<file path="src/rtl/serial_tx_unit.sv">
// rtl/serial_tx_unit.sv - serializer that shifts out a captured word, an optional even-parity bit, then pulses done
// All outputs are registered; the first data bit appears on the accepting edge itself.
module serial_tx_unit #(
  parameter int WIDTH     = 8,
  parameter bit PARITY_EN = 1'b1
) (
  input  logic             i_clk,
  input  logic             i_reset,
  input  logic             i_tx_data,
  input  logic [WIDTH-1:0] i_data_in,
  input  logic             i_lsb_first,
  output logic             o_d_out,
  output logic             o_out_valid,
  output logic             o_tx_done,
  output logic             o_busy
);

  localparam int CW = $clog2(WIDTH);
  localparam logic [CW-1:0] LAST_BIT = CW'(WIDTH - 1);

  typedef enum logic [1:0] {S_IDLE, S_SHIFT, S_PARITY, S_DONE} state_t;

  state_t           r_state, w_state_nxt;
  logic [WIDTH-1:0] r_shift, w_shift_nxt;
  logic [CW-1:0]    r_cnt, w_cnt_nxt;
  logic             r_lsb, w_lsb_nxt;
  logic             r_par, w_par_nxt;
  logic             r_dout, w_dout_nxt;
  logic             r_valid, w_valid_nxt;
  logic             r_done, w_done_nxt;
  logic             r_busy, w_busy_nxt;

  always_ff @(posedge i_clk) begin
    if (i_reset) begin
      r_state <= S_IDLE;
      r_shift <= '0;
      r_cnt   <= '0;
      r_lsb   <= 1'b0;
      r_par   <= 1'b0;
      r_dout  <= 1'b0;
      r_valid <= 1'b0;
      r_done  <= 1'b0;
      r_busy  <= 1'b0;
    end else begin
      r_state <= w_state_nxt;
      r_shift <= w_shift_nxt;
      r_cnt   <= w_cnt_nxt;
      r_lsb   <= w_lsb_nxt;
      r_par   <= w_par_nxt;
      r_dout  <= w_dout_nxt;
      r_valid <= w_valid_nxt;
      r_done  <= w_done_nxt;
      r_busy  <= w_busy_nxt;
    end
  end

  always_comb begin
    w_state_nxt = r_state;
    w_shift_nxt = r_shift;
    w_cnt_nxt   = r_cnt;
    w_lsb_nxt   = r_lsb;
    w_par_nxt   = r_par;
    w_dout_nxt  = 1'b0;
    w_valid_nxt = 1'b0;
    w_done_nxt  = 1'b0;
    case (r_state)
      S_IDLE: begin
        if (i_tx_data) begin
          w_state_nxt = S_SHIFT;
          w_shift_nxt = i_data_in;
          w_lsb_nxt   = i_lsb_first;
          w_cnt_nxt   = '0;
          w_par_nxt   = 1'b0;
          w_dout_nxt  = i_lsb_first ? i_data_in[0] : i_data_in[WIDTH-1];
          w_valid_nxt = 1'b1;
        end
      end
      S_SHIFT: begin
        // r_dout is the bit currently on the pin; fold it into the parity
        w_par_nxt = r_par ^ r_dout;
        if (r_cnt == LAST_BIT) begin
          if (PARITY_EN) begin
            w_state_nxt = S_PARITY;
            w_dout_nxt  = r_par ^ r_dout;
            w_valid_nxt = 1'b1;
          end else begin
            w_state_nxt = S_DONE;
            w_done_nxt  = 1'b1;
          end
        end else begin
          w_cnt_nxt   = r_cnt + CW'(1);
          w_valid_nxt = 1'b1;
          if (r_lsb) begin
            w_shift_nxt = r_shift >> 1;
            w_dout_nxt  = r_shift[1];
          end else begin
            w_shift_nxt = r_shift << 1;
            w_dout_nxt  = r_shift[WIDTH-2];
          end
        end
      end
      S_PARITY: begin
        w_state_nxt = S_DONE;
        w_done_nxt  = 1'b1;
      end
      S_DONE: begin
        w_state_nxt = S_IDLE;
      end
      default: begin
        w_state_nxt = S_IDLE;
      end
    endcase
    w_busy_nxt = (w_state_nxt != S_IDLE);
  end

  assign o_d_out     = r_dout;
  assign o_out_valid = r_valid;
  assign o_tx_done   = r_done;
  assign o_busy      = r_busy;

endmodule

</file>
<file path="config.mk">
export PLATFORM = sky130hd
export DESIGN_NAME = serial_tx_unit
export DESIGN_NICKNAME = d
export VERILOG_FILES = /design/src/rtl/serial_tx_unit.sv
export SDC_FILE = /design/constraint.sdc
export NUM_CORES = 1
export LEC_CHECK = 0
export BUFFER_PORTS_ARGS = -buffer_cell sky130_fd_sc_hd__buf_2
export CAP_MARGIN = 15
export CORE_UTILIZATION = 30
export CTS_BUF_LIST = sky130_fd_sc_hd__clkbuf_4 sky130_fd_sc_hd__clkbuf_8
export CTS_CLUSTER_DIAMETER = 150
export DETAILED_ROUTE_END_ITERATION = 10
export GPL_TIMING_DRIVEN = 0
export HOLD_SLACK_MARGIN = 0.15
export SYNTH_ARGS = -nofsm -noshare
export SYNTH_HDL_FRONTEND = slang
export SYNTH_SLANG_ARGS = --single-unit
</file>
<file path="constraint.sdc">
create_clock -name i_clk -period 1.5 [get_ports i_clk]
set_input_delay 0.075 -clock i_clk [delete_from_list [all_inputs] [get_ports i_clk]]
set_output_delay 0.075 -clock i_clk [all_outputs]
set_load 0.02 [all_outputs]
</file>
# Word level (Yosys, flattened, before mapping)
# Cells that the tools add are included.
# op_classes
eq_ne	6
add_sub_neg	1
n_reduce_logical	6
n_bitwise	1
n_mux	20
# op_table
operator	n
2-to-1 mux 8 bit	3
one-hot mux 8 bit (2 select lines)	1
one-hot mux 2 bit (4 select lines)	1
2-to-1 mux 1 bit	7
2-to-1 mux 3 bit	2
one-hot mux 1 bit (2 select lines)	3
one-hot mux 3 bit (2 select lines)	1
equality test 2 bit (second input constant)	2
2-to-1 mux 2 bit	2
!= test 2 bit (second input constant)	2
AND reduction 2 bit	2
nonzero test 2 bit	2
adder 3 x 1 -> 3 bit (second input constant)	1
equality test 3 bit (second input constant)	1
AND reduction 3 bit	1
equality test 2 x 1 -> 1 bit (second input constant)	1
logical NOT 2 bit	1
XOR 1 bit	1
# totals
ff_bits	19
inputBits	12
output_inout_bits	4
wordCells	43

# Depth between registers and ports, before layout
# logic_depth
word_depth	4
depth_mapped	5
ltp_nobuf	5

# Least setup slack after synthesis
# No wires, ideal clock.
# synth_timing
path_type	register to register
start	register r_cnt[0]
end	register r_shift[7]
period_less_slack_ps	1379
t_required_ps	1369
arrival_time_ps	1248
path_buffers	0
setup_slack_ps	121
stages_incl_launch_ff	6
path_cell_list	dfxtp_1 ha_1 ha_1 and2_1 a2111oi_0 nor3_1
# synth_between
elab_chain_cells	3
# synth_lines
item	line	rtl
start: declaration	25	logic [CW-1:0] r_cnt, w_cnt_nxt;
start signal: assignment	47	r_cnt <= w_cnt_nxt;
equality test 3 bit	81	if (r_cnt == LAST_BIT) begin
!= test 2 bit (no line)	n/a	
AND reduction 3 bit (no line)	n/a	
end signal: assignment	46	r_shift <= w_shift_nxt;
end: declaration	24	logic [WIDTH-1:0] r_shift, w_shift_nxt;
# Every way passes these cells.
# A chain may end at the register's enable or synchronous reset.

# Worst setup path in the final report
# layout_timing
start	register r_cnt[0]
end	register r_shift[0]
# Same word-level chain as after synthesis.

==> results.sh <==
export IMPL_cts_clk_slew_worst_paths_ns=0.11
export IMPL_clk_latency_ns=0.29
export IMPL_multi_input_area_sq_um=589.3
export IMPL_synth_ff_type="dfxtp_1"
export IMPL_slew_violations=0
export IMPL_remaining_drc_errors=0
export IMPL_worst_pin_slew_ns=0.4958
export IMPL_cts_root_buf="clkbuf_4"
export IMPL_total_power_mw=1.057
export IMPL_yosys_warnings=0
export IMPL_peakVddDrop_uv=235.6
export IMPL_cts_tree="built"
export IMPL_max_freq_mhz=699.6
export IMPL_syn2layout_area_growth_pct=30.41
export IMPL_first_pass_iters=4
export IMPL_yosysTopAreaCell="dfxtp_1"
export IMPL_yosys_top_cells_area="dfxtp_1 39%, mux2i_1 9.2%, a32o_1 6.1%"
export IMPL_coreArea_sq_um=3078
export IMPL_min_path_type="reg2reg"
export IMPL_outcome="finished clean"
export IMPL_ys_ff_latch=19
export IMPL_drtIter0Drc=26
export IMPL_slowest_stage="dfxtp_1"
export IMPL_routed_wl_mm=2.193
export IMPL_p_per_area_nw_per_um2=823.8
export IMPL_synth_edf_count=0
export IMPL_cpPeakStageDelay_ns=0.34
export IMPL_htree_levels=1
export IMPL_vias=869
export IMPL_grt_util_all_layers_pct=13.11
export IMPL_antenna_found_initial=0
export IMPL_cp_max_fo=6
export IMPL_timing_final_crit_share_pct=95.29
export IMPL_synthCells=100
export IMPL_rows=20
export IMPL_end_kind="flip-flop"
export IMPL_drv_cap=0
export IMPL_finalSetupViolCount=0
export IMPL_grt_pass1_vias=771
export IMPL_yosysMostFrequentCell="dfxtp_1"
export IMPL_drtAntennaViolNets=0
export IMPL_cts_made_buffers=3
export IMPL_ios=16
export IMPL_hold_viol_final=0
export IMPL_overflow=0
export IMPL_period_needed_ns=1.429
export IMPL_routedWlPerCell_microns=12.60
export IMPL_post_cts_setup_buffers=0
export IMPL_synth_top_cell_area_share_pct=38.68
export IMPL_dieWidth_microns=59.26
export IMPL_syn_area_sq_um=983.4
export IMPL_gp_congestion=0.7441
export IMPL_fin_skew_ns=0.003415
export IMPL_arrival_ns=1.61
export IMPL_grt_max_degree=11
export IMPL_dp_hpwl_mm=1.567
export IMPL_synth_distinct_cells=33
export IMPL_viasPerCell=4.994
export IMPL_synth_nets=114
export IMPL_ff2ff_setup_slack_ns=0.07
export IMPL_dieArea_sq_um=3511
export IMPL_cp_start_kind="flip-flop"
export IMPL_portBuffers=15
export IMPL_seq_area_sq_um=380.4
export IMPL_cts_sinks=19
export IMPL_setup_tns_ns=0
export IMPL_ys_async_sr_fraction_pct=0
export IMPL_grt_pass1_wl_mm=3.463
export IMPL_fin_nets=145
export IMPL_drive_above_1_share_pct=26.15
export IMPL_crit_type="reg2reg"
export IMPL_critical_path_required_ns=1.69
export IMPL_fill_cells=309
export IMPL_clk_path_buf_depth=2
export IMPL_ys_top_cells_by_count="19 x dfxtp_1, 13 x nand2_1, 9 x mux2i_1, 8 x a21oi_1"
export IMPL_crit_chain="ha_1, ha_2, and2_1, a2111oi_2, nor3_1"
export IMPL_start_util_pct=31.95
export IMPL_slew_limit_headroom_pct=66.50
export IMPL_ys_seq_area_share_pct=38.68
export IMPL_p_leak_nw=0.5320
export IMPL_die_h_microns=59.26
export IMPL_synth_avg_cell_area_sq_um=9.834
export IMPL_diodes=0
==> state kept, by name, indices dropped and copies added (netlist names) <==
register     flops
r_shift          8
r_cnt            3
r_state          2
o_busy           1
o_d_out          1
o_out_valid      1
o_tx_done        1
r_lsb            1
r_par            1
==> timing repair <==
item | CTS | global route
gates resized for setup | 4 | 2
hold buffers | 11 | 0
pin swaps | 0 | 0
endpoints found under the hold margin | 10 | 0
gates cloned | 0 | 0
setup endpoints to repair | 7 | 3
==> per-layer routing <==
layer / up-vias / wire length (microns) / track usage, % / share of wire (%)
met5: - / 0 / 0 / 0
met4: 0 / 29 / 5.102 / 1.3
met3: 2 / 56 / 0.6550 / 2.6
met2: 17 / 1064 / 22.63 / 49
met1: 416 / 1043 / 17.07 / 48
li1: 434 / - / - / -
==> worst paths after layout <==
| path | from | to | cells past startpoint |
|---|---|---|---|
| setup reg to reg | r_cnt[0]$_SDFFE_PP0P_ | r_shift[0]$_SDFFE_PP0P_ | 5 |
| setup / recovery | r_cnt[0]$_SDFFE_PP0P_ | r_shift[0]$_SDFFE_PP0P_ | 5 |
| hold reg to reg | r_cnt[2]$_SDFFE_PP0P_ | r_cnt[2]$_SDFFE_PP0P_ | 2 |
| hold / removal | r_cnt[2]$_SDFFE_PP0P_ | r_cnt[2]$_SDFFE_PP0P_ | 2 |
==> worst max-delay path, delay by kind of cell (launching register included) <==
kind	cells	cell delay, ns
flip-flops	1	0.34
AO/OA/AOI/OAI	1	0.25
adder cells (fa/ha/maj)	2	0.42
AND/OR/NAND/NOR	2	0.31
==> final cells by class <==
cell class / instances / area share (%)
timing repair buffer: 26 / 14.44
multi-input combinational: 76 / 45.95
buffer: 5 / 3.317
clock buffer: 4 / 2.341
sequential: 19 / 29.66
tap: 44 / 4.293
==> power by group <==
part,total (mW),internal [mW],leakage [nW],switching (mW)
registers,0.562,0.537,0.156,0.0244
clock network,0.278,0.121,0.0184,0.157
logic,0.217,0.115,0.357,0.102
total,1.06,0.773,0.532,0.283
==> kinds of logic after synthesis <==
logic type	count (synthesis)	share of synthesized area, %
fa+ha+maj	2	2.544
mux	10	10.31
flops	19	38.68
xor+xnor	1	0.8907
compound gates	32	25.83
buf+inv	5	4.325
simple gates	31	17.43
==> layout by cell type, fill, tap and decap left out, types with 2 or more instances in the layout <==
cell type       n
dfxtp_1        19
buf_2          16
nand2_1        13
dlygate4sd3_1  11
mux2i_1         9
a21oi_1         8
a21o_1          6
a32o_1          6
o21ai_0         4
clkbuf_4        4
buf_6           3
nor3b_1         2
nor2_1          2
nand2b_1        2
nor3_1          2
==> through the flow <==
| stage | hold slack [ns] | std cells | utilization, % | area [sq um] | setup WS (ns) |
|---|---|---|---|---|---|
| final | 0.4964 | 174 | 41.67 | 1282 | 0.07063 |
| after global routing | 0.5153 | 174 | 41.67 | 1282 | -0.005280 |
| after CTS | 0.5044 | 174 | 41.10 | 1265 | 0.07121 |
| after detailed placement | 0.3527 | 159 | 36.18 | 1114 | -0.1307 |
| after global placement | 0.3467 | 159 | 36.18 | 1114 | -0.07527 |
| after floorplan | 0.1543 | 100 | - | 983.4 | 0.1209 |
Note: power is estimated with default switching activity, not from simulation.
